--- config.mk ---
export PLATFORM = sky130hd
export DESIGN_NAME = processor_param
export DESIGN_NICKNAME = d
export VERILOG_FILES = /design/src/rtl/processor_param.sv
export SDC_FILE = /design/constraint.sdc
export NUM_CORES = 1
export LEC_CHECK = 0
export ABC_AREA = 0
export CAP_MARGIN = 20
export CORE_MARGIN = 3
export CORE_UTILIZATION = 58
export CTS_BUF_LIST = sky130_fd_sc_hd__clkbuf_4 sky130_fd_sc_hd__clkbuf_8
export CTS_CLUSTER_SIZE = 40
export DETAILED_ROUTE_END_ITERATION = 8
export HOLD_SLACK_MARGIN = 0.1
export PLACE_DENSITY = 0.79
export SYNTH_ARGS = -nofsm -noshare
export SYNTH_HDL_FRONTEND = slang
export SYNTH_SLANG_ARGS = --single-unit
export TNS_END_PERCENT = 100
--- constraint.sdc ---
create_clock -name clock -period 5.91 [get_ports clock]
set_clock_uncertainty 0.2 [all_clocks]
set_input_delay 0.591 -clock clock [delete_from_list [all_inputs] [get_ports clock]]
set_output_delay 0.591 -clock clock [all_outputs]
set_load 0.01 [all_outputs]
--- src/rtl/processor_param.sv ---
// Parametrised multicycle register-transfer processor: register file, A/R latches,
// ALU and step-sequenced control behind a valid/ready instruction handshake.
//
// state  | meaning
// S_IDLE | waiting for an instruction (iin_ready high)
// S_T1   | MV/MVI writeback, or ALU: A <- rx
// S_T2   | ALU: R <- ALU(A, ry)
// S_T3   | ALU: rx <- R, flags updated
module processor_param #(
  parameter int DATA_W     = 16,
  parameter int REG_ADDR_W = 3
) (
  input  logic              clock,
  input  logic              resetn,
  input  logic [DATA_W-1:0] iin,
  input  logic              iin_valid,
  output logic              iin_ready,
  output logic [DATA_W-1:0] bus,
  output logic              done,
  output logic [3:0]        flags,
  output logic              illegal
);
  localparam int NREGS = 2**REG_ADDR_W;
  localparam int IMM_W = DATA_W - 4 - REG_ADDR_W;

  localparam logic [3:0] OP_MV  = 4'd0;
  localparam logic [3:0] OP_MVI = 4'd1;
  localparam logic [3:0] OP_ADD = 4'd2;
  localparam logic [3:0] OP_SUB = 4'd3;
  localparam logic [3:0] OP_AND = 4'd4;
  localparam logic [3:0] OP_OR  = 4'd5;
  localparam logic [3:0] OP_XOR = 4'd6;
  localparam logic [3:0] OP_SLT = 4'd7;
  localparam logic [3:0] OP_NOP = 4'd15;

  typedef enum logic [1:0] {S_IDLE, S_T1, S_T2, S_T3} state_t;

  state_t state, state_nxt;

  logic [DATA_W-1:0]     regs [NREGS];
  logic [DATA_W-1:0]     ir, a_q, r_q;
  logic [3:0]            flags_q;
  logic [3:0]            op;
  logic [REG_ADDR_W-1:0] rx, ry;
  logic [DATA_W-1:0]     imm_sx, rx_val, ry_val;
  logic                  is_alu, is_illegal, accept;
  logic [DATA_W:0]       sum, diff;
  logic [DATA_W-1:0]     alu_res;
  logic                  alu_c, alu_v;

  assign op     = ir[DATA_W-1 -: 4];
  assign rx     = ir[DATA_W-5 -: REG_ADDR_W];
  assign ry     = ir[DATA_W-5-REG_ADDR_W -: REG_ADDR_W];
  assign imm_sx = {{(DATA_W-IMM_W){ir[IMM_W-1]}}, ir[IMM_W-1:0]};
  assign rx_val = regs[rx];
  assign ry_val = regs[ry];

  assign is_alu     = (op >= OP_ADD) && (op <= OP_SLT);
  assign is_illegal = op[3] && (op != OP_NOP);
  assign iin_ready  = (state == S_IDLE) && !resetn;
  assign accept     = iin_valid && iin_ready;
  assign flags      = flags_q;

  // Carry/overflow are re-derived at T3 from A and ry, which are still intact then.
  always_comb begin
    sum     = {1'b0, a_q} + {1'b0, ry_val};
    diff    = {1'b0, a_q} - {1'b0, ry_val};
    alu_res = '0;
    alu_c   = 1'b0;
    alu_v   = 1'b0;
    case (op)
      OP_ADD: begin
        alu_res = sum[DATA_W-1:0];
        alu_c   = sum[DATA_W];
        alu_v   = (a_q[DATA_W-1] == ry_val[DATA_W-1]) && (sum[DATA_W-1] != a_q[DATA_W-1]);
      end
      OP_SUB: begin
        alu_res = diff[DATA_W-1:0];
        alu_c   = !diff[DATA_W];
        alu_v   = (a_q[DATA_W-1] != ry_val[DATA_W-1]) && (diff[DATA_W-1] != a_q[DATA_W-1]);
      end
      OP_AND:  alu_res = a_q & ry_val;
      OP_OR:   alu_res = a_q | ry_val;
      OP_XOR:  alu_res = a_q ^ ry_val;
      OP_SLT:  alu_res = {{(DATA_W-1){1'b0}}, ($signed(a_q) < $signed(ry_val))};
      default: ;
    endcase
  end

  always_comb begin
    bus = '0;
    case (state)
      S_T1: begin
        if (op == OP_MV)       bus = ry_val;
        else if (op == OP_MVI) bus = imm_sx;
        else if (is_alu)       bus = rx_val;
      end
      S_T2:    bus = ry_val;
      S_T3:    bus = r_q;
      default: ;
    endcase
  end

  always_comb begin
    state_nxt = state;
    case (state)
      S_IDLE:  if (accept) state_nxt = S_T1;
      S_T1:    state_nxt = is_alu ? S_T2 : S_IDLE;
      S_T2:    state_nxt = S_T3;
      S_T3:    state_nxt = S_IDLE;
      default: state_nxt = S_IDLE;
    endcase
  end

  always_ff @(posedge clock or posedge resetn) begin
    if (resetn) state <= S_IDLE;
    else        state <= state_nxt;
  end

  always_ff @(posedge clock or posedge resetn) begin
    if (resetn) begin
      for (int i = 0; i < NREGS; i++) regs[i] <= '0;
      ir      <= '0;
      a_q     <= '0;
      r_q     <= '0;
      flags_q <= '0;
      done    <= 1'b0;
      illegal <= 1'b0;
    end else begin
      done    <= 1'b0;
      illegal <= 1'b0;
      case (state)
        S_IDLE: if (accept) ir <= iin;
        S_T1: begin
          if (op == OP_MV)       regs[rx] <= ry_val;
          else if (op == OP_MVI) regs[rx] <= imm_sx;
          if (is_alu) begin
            a_q <= rx_val;
          end else begin
            done    <= 1'b1;
            illegal <= is_illegal;
          end
        end
        S_T2: r_q <= alu_res;
        S_T3: begin
          regs[rx] <= r_q;
          flags_q  <= {(r_q == '0), r_q[DATA_W-1], alu_c, alu_v};
          done     <= 1'b1;
        end
        default: ;
      endcase
    end
  end
endmodule

==> impl_summary.txt <==
----------------------------------------------------
[Setup path]
  Data arrival time at the worst-slack endpoint ... 4.93 ns
  Worst R2R Start ... ir[6]
  Timing startpoint of the critical path ... ir[6]
  CP required ... 6.09 ns
  Sort of element at the end of the critical path ... register
  Critical path launch point type ... register
  Crit path max fanout ... 20
  Critical Setup Path Class ... reg2reg

[Cells and area]
  Area used by multi-input combinational logic ... 6842 um^2
  Layout cells sized above 1 ... 11.98%
  Sequential Area ... 4607 um^2
  Number of inserted diodes ... 0
  Number of nets in the finished design ... 1383
  Layout Area Growth over Synthesis ... 8.646%
  Filler cell count in the final layout ... 1701
  Fin cells ... 1589

[Timing]
  FMAX ... 210.5 MHz
  Final hold viol count ... 0
  Final Critical Period ... 4.752 ns
  Final worst path period share ... 80.40%
  Setup_tns ... 0 ns
  Final setup vio count ... 0
  Worst slew margin relative to its limit ... 24.39%
  Unrepaired setup endpoints after global routing ... no
  Worst slew pin tran ... 1.131 ns
  Slew Limit Fails ... 0

[Floorplan]
  Area enclosed by the die boundary ... 22550 um^2
  Core Box Area ... 20300 um^2
  Overall die height ... 150.2 um
  Rows ... 52
  Initial standard-cell utilization of the core ... 59.39%
  Width of the chip ... 150.2 um
  I/O pin cnt ... 42

[Clock tree]
  Deepest level of the CTS H-tree ... 4
  Clock-pin transition on the worst setup and hold timing paths ... 0.11 ns
  Post-CTS Setup Repair Bufs ... 0
  Num Clock Sinks ... 184
  TritonCTS clock tree ... built
  Total of cells resized after clock tree synthesis ... 0
  Total clock buffers created by CTS ... 17
  Number of buffers on the longest clock path ... 2
  Post-CTS Hold Buffers ... 0
  Worst-skew pair later-pin latency ... 0.49 ns
  Root buffer cell ... sky130_fd_sc_hd__clkbuf_8

[Synthesis]
  Number of warnings reported in the yosys synthesis log ... 0
  Seq cells post-synth ... 184
  Synthesized netlist net count ... 1395
  Async set-reset flop share out of synthesis ... 100.0%
  Dominant synthesized flop cell ... sky130_fd_sc_hd__dfrtp_1
  Area share of the largest cell type after synthesis ... 38.19%
  EDFF count, synth ... 0
  Leading area contributor after synthesis ... sky130_fd_sc_hd__dfrtp_1
  Synthesized cell area ... 12060 um^2
  Cells taking the most area after synthesis ... sky130_fd_sc_hd__dfrtp_1, sky130_fd_sc_hd__mux4_2, sky130_fd_sc_hd__o21ai_0
  Post-Synthesis Cells ... 1318
  Unique cell type count in the Yosys netlist ... 78
  Synthesized area divided by synthesized cell count ... 9.147 um^2
  Part of the Yosys area used for sequential elements ... 38.19%

[Route]
  Drt wl/cell ... 22.71 um
  1st-iter DRT viols ... 1293
  Number of nets with antenna violations after detailed routing ... 0
  First-pass DRT Iterations ... 6
  Routed wire length ... 36.08 mm
  Number of vias after detailed routing ... 10832
  DRC violation count after routing ... 0
  Detail-routed via count per cell ... 6.817

[Worst hold path]
  Worst min-delay path category ... reg2reg
  Startpoint of the most critical hold path ... flags[2]

[Placement]
  Total placed cells including tap cells ... 1552
  Gpl congestion ... 1.045
  Final HPWL from detailed placement ... 25.21 mm
  Number of buffers added on ports ... 41

[GRT]
  Global-route wire length before repair ... 56.43 mm
  Total global-route track usage ... 32.28%
  Remaining global-route overflow ... 0
  Largest net degree at the start of global routing ... 138
  Initial antenna violation count ... 1
  Vias in the first global route ... 10259

[Outcome]
  Outcome ... complete, no violations

[Run]
  # Max-Cap Violations ... 0

----------------------------------------------------
[placed cells by master, fill, tap and decap left out, types with 30 or more instances in the layout]
cell,instances
sky130_fd_sc_hd__o21ai_0,190
sky130_fd_sc_hd__mux2_2,32
sky130_fd_sc_hd__ha_1,56
sky130_fd_sc_hd__a221oi_1,30
sky130_fd_sc_hd__mux2i_1,30
sky130_fd_sc_hd__mux4_2,44
sky130_fd_sc_hd__dfrtp_1,182
sky130_fd_sc_hd__nor2_1,97
sky130_fd_sc_hd__clkdlybuf4s50_1,41
sky130_fd_sc_hd__nand2_1,185
sky130_fd_sc_hd__a21oi_1,72
sky130_fd_sc_hd__inv_1,55
[cell usage after synthesis, types with 4 or more instances]
cell / count
sky130_fd_sc_hd__o31ai_1: 6
sky130_fd_sc_hd__o21ai_0: 190
sky130_fd_sc_hd__inv_1: 56
sky130_fd_sc_hd__o21bai_1: 6
sky130_fd_sc_hd__nand2_1: 185
sky130_fd_sc_hd__a21oi_1: 72
sky130_fd_sc_hd__a21oi_2: 7
sky130_fd_sc_hd__or3_1: 5
sky130_fd_sc_hd__and2_1: 8
sky130_fd_sc_hd__a22oi_1: 13
sky130_fd_sc_hd__o22ai_1: 24
sky130_fd_sc_hd__a31oi_1: 6
sky130_fd_sc_hd__buf_1: 8
sky130_fd_sc_hd__nor3_1: 12
sky130_fd_sc_hd__ha_1: 56
sky130_fd_sc_hd__dfrtp_1: 184
sky130_fd_sc_hd__a211oi_1: 25
sky130_fd_sc_hd__nand2b_1: 6
sky130_fd_sc_hd__mux2i_1: 30
sky130_fd_sc_hd__a22o_1: 7
sky130_fd_sc_hd__nor4_1: 7
sky130_fd_sc_hd__o211ai_1: 7
sky130_fd_sc_hd__mux2_2: 32
sky130_fd_sc_hd__nor2_1: 97
sky130_fd_sc_hd__a221oi_1: 30
sky130_fd_sc_hd__a21o_1: 8
sky130_fd_sc_hd__clkbuf_1: 70
sky130_fd_sc_hd__buf_2: 12
sky130_fd_sc_hd__and3_1: 5
sky130_fd_sc_hd__nand3_1: 9
sky130_fd_sc_hd__o21a_1: 4
sky130_fd_sc_hd__xnor2_1: 10
sky130_fd_sc_hd__buf_4: 4
sky130_fd_sc_hd__mux4_2: 44
sky130_fd_sc_hd__a2111oi_0: 5
sky130_fd_sc_hd__nor2b_1: 13
[per-stage QoR]
stage                     hold WS, ns  utilization (%)  setup slack [ns]  cell area [um^2]
after floorplan                0.2607                -            0.1186             12060
after global placement         0.2655            61.87             1.279             12560
after detailed placement       0.2758            62.01             1.192             12590
after CTS                      0.3028            64.03             1.169             13000
after global routing           0.3435            64.52            0.9100             13100
final                          0.3040            64.52             1.158             13100
[flip-flops by register name (all words and copies together), names as in the netlist, named ones only]
signal	cells
flags	4
regs	128
r_q	16
state	1
ir	16
a_q	16
illegal	1
done	1
[worst paths after layout]
kind	slack, ns	end	cells past startpoint
setup / recovery	1.16	r_q[14]	12
setup reg to reg	1.16	r_q[14]	12
hold reg to reg	0.30	flags[2]	2
max in group asynchronous	4.08	r_q[10]	3
min in group asynchronous	0.33	regs[18]	2
hold / removal	0.30	flags[2]	2
[cell type report]
| cell class | count | area share, % |
|---|---|---|
| Tap cell | 270 | 2.579 |
| Clock buffer | 19 | 1.949 |
| Multi-Input combinational cell | 982 | 52.24 |
| Inverter | 56 | 1.643 |
| Timing Repair Buffer | 65 | 5.235 |
| Clock inverter | 13 | 1.185 |
| Sequential cell | 184 | 35.17 |
[kinds of logic (layout without fill, tap and decap cells)]
family	count (synthesis)	count (layout)	share of synthesized area, %
muxes	107	107	13.79
adders and majority gates	58	58	6.144
xor gates and xnor gates	10	10	0.7265
AOI/OAI and AO/OA	445	445	23.17
DFF	184	184	38.19
and+or+nand+nor	362	362	12.92
buffers and inverters	152	153	5.054
[routing by layer]
metal  up-vias  GRT usage [%]  part of all wire [%]
li1       4771              -                     -
met1      5313          45.06                    40
met2       624          49.61                    46
met3       124          7.164                    10
met4         0          12.53                   3.7
met5         -              0                     0
[worst max-delay path, stage by stage (launching register included)]
cell	delay [ns]
sky130_fd_sc_hd__dfrtp_2	0.75
sky130_fd_sc_hd__buf_4	0.32
sky130_fd_sc_hd__mux4_2	0.51
sky130_fd_sc_hd__mux2i_1	0.44
sky130_fd_sc_hd__inv_1	0.18
sky130_fd_sc_hd__fa_1	0.45
sky130_fd_sc_hd__a21o_1	0.20
sky130_fd_sc_hd__a31o_1	0.25
sky130_fd_sc_hd__a311o_1	0.46
sky130_fd_sc_hd__a31oi_1	0.26
sky130_fd_sc_hd__o311a_1	0.22
sky130_fd_sc_hd__a31oi_1	0.04
sky130_fd_sc_hd__or3_1	0.37
Power is left out: the tool's default activity adds up to more than one toggle a clock period on the data nets, which glitch-free logic cannot reach.
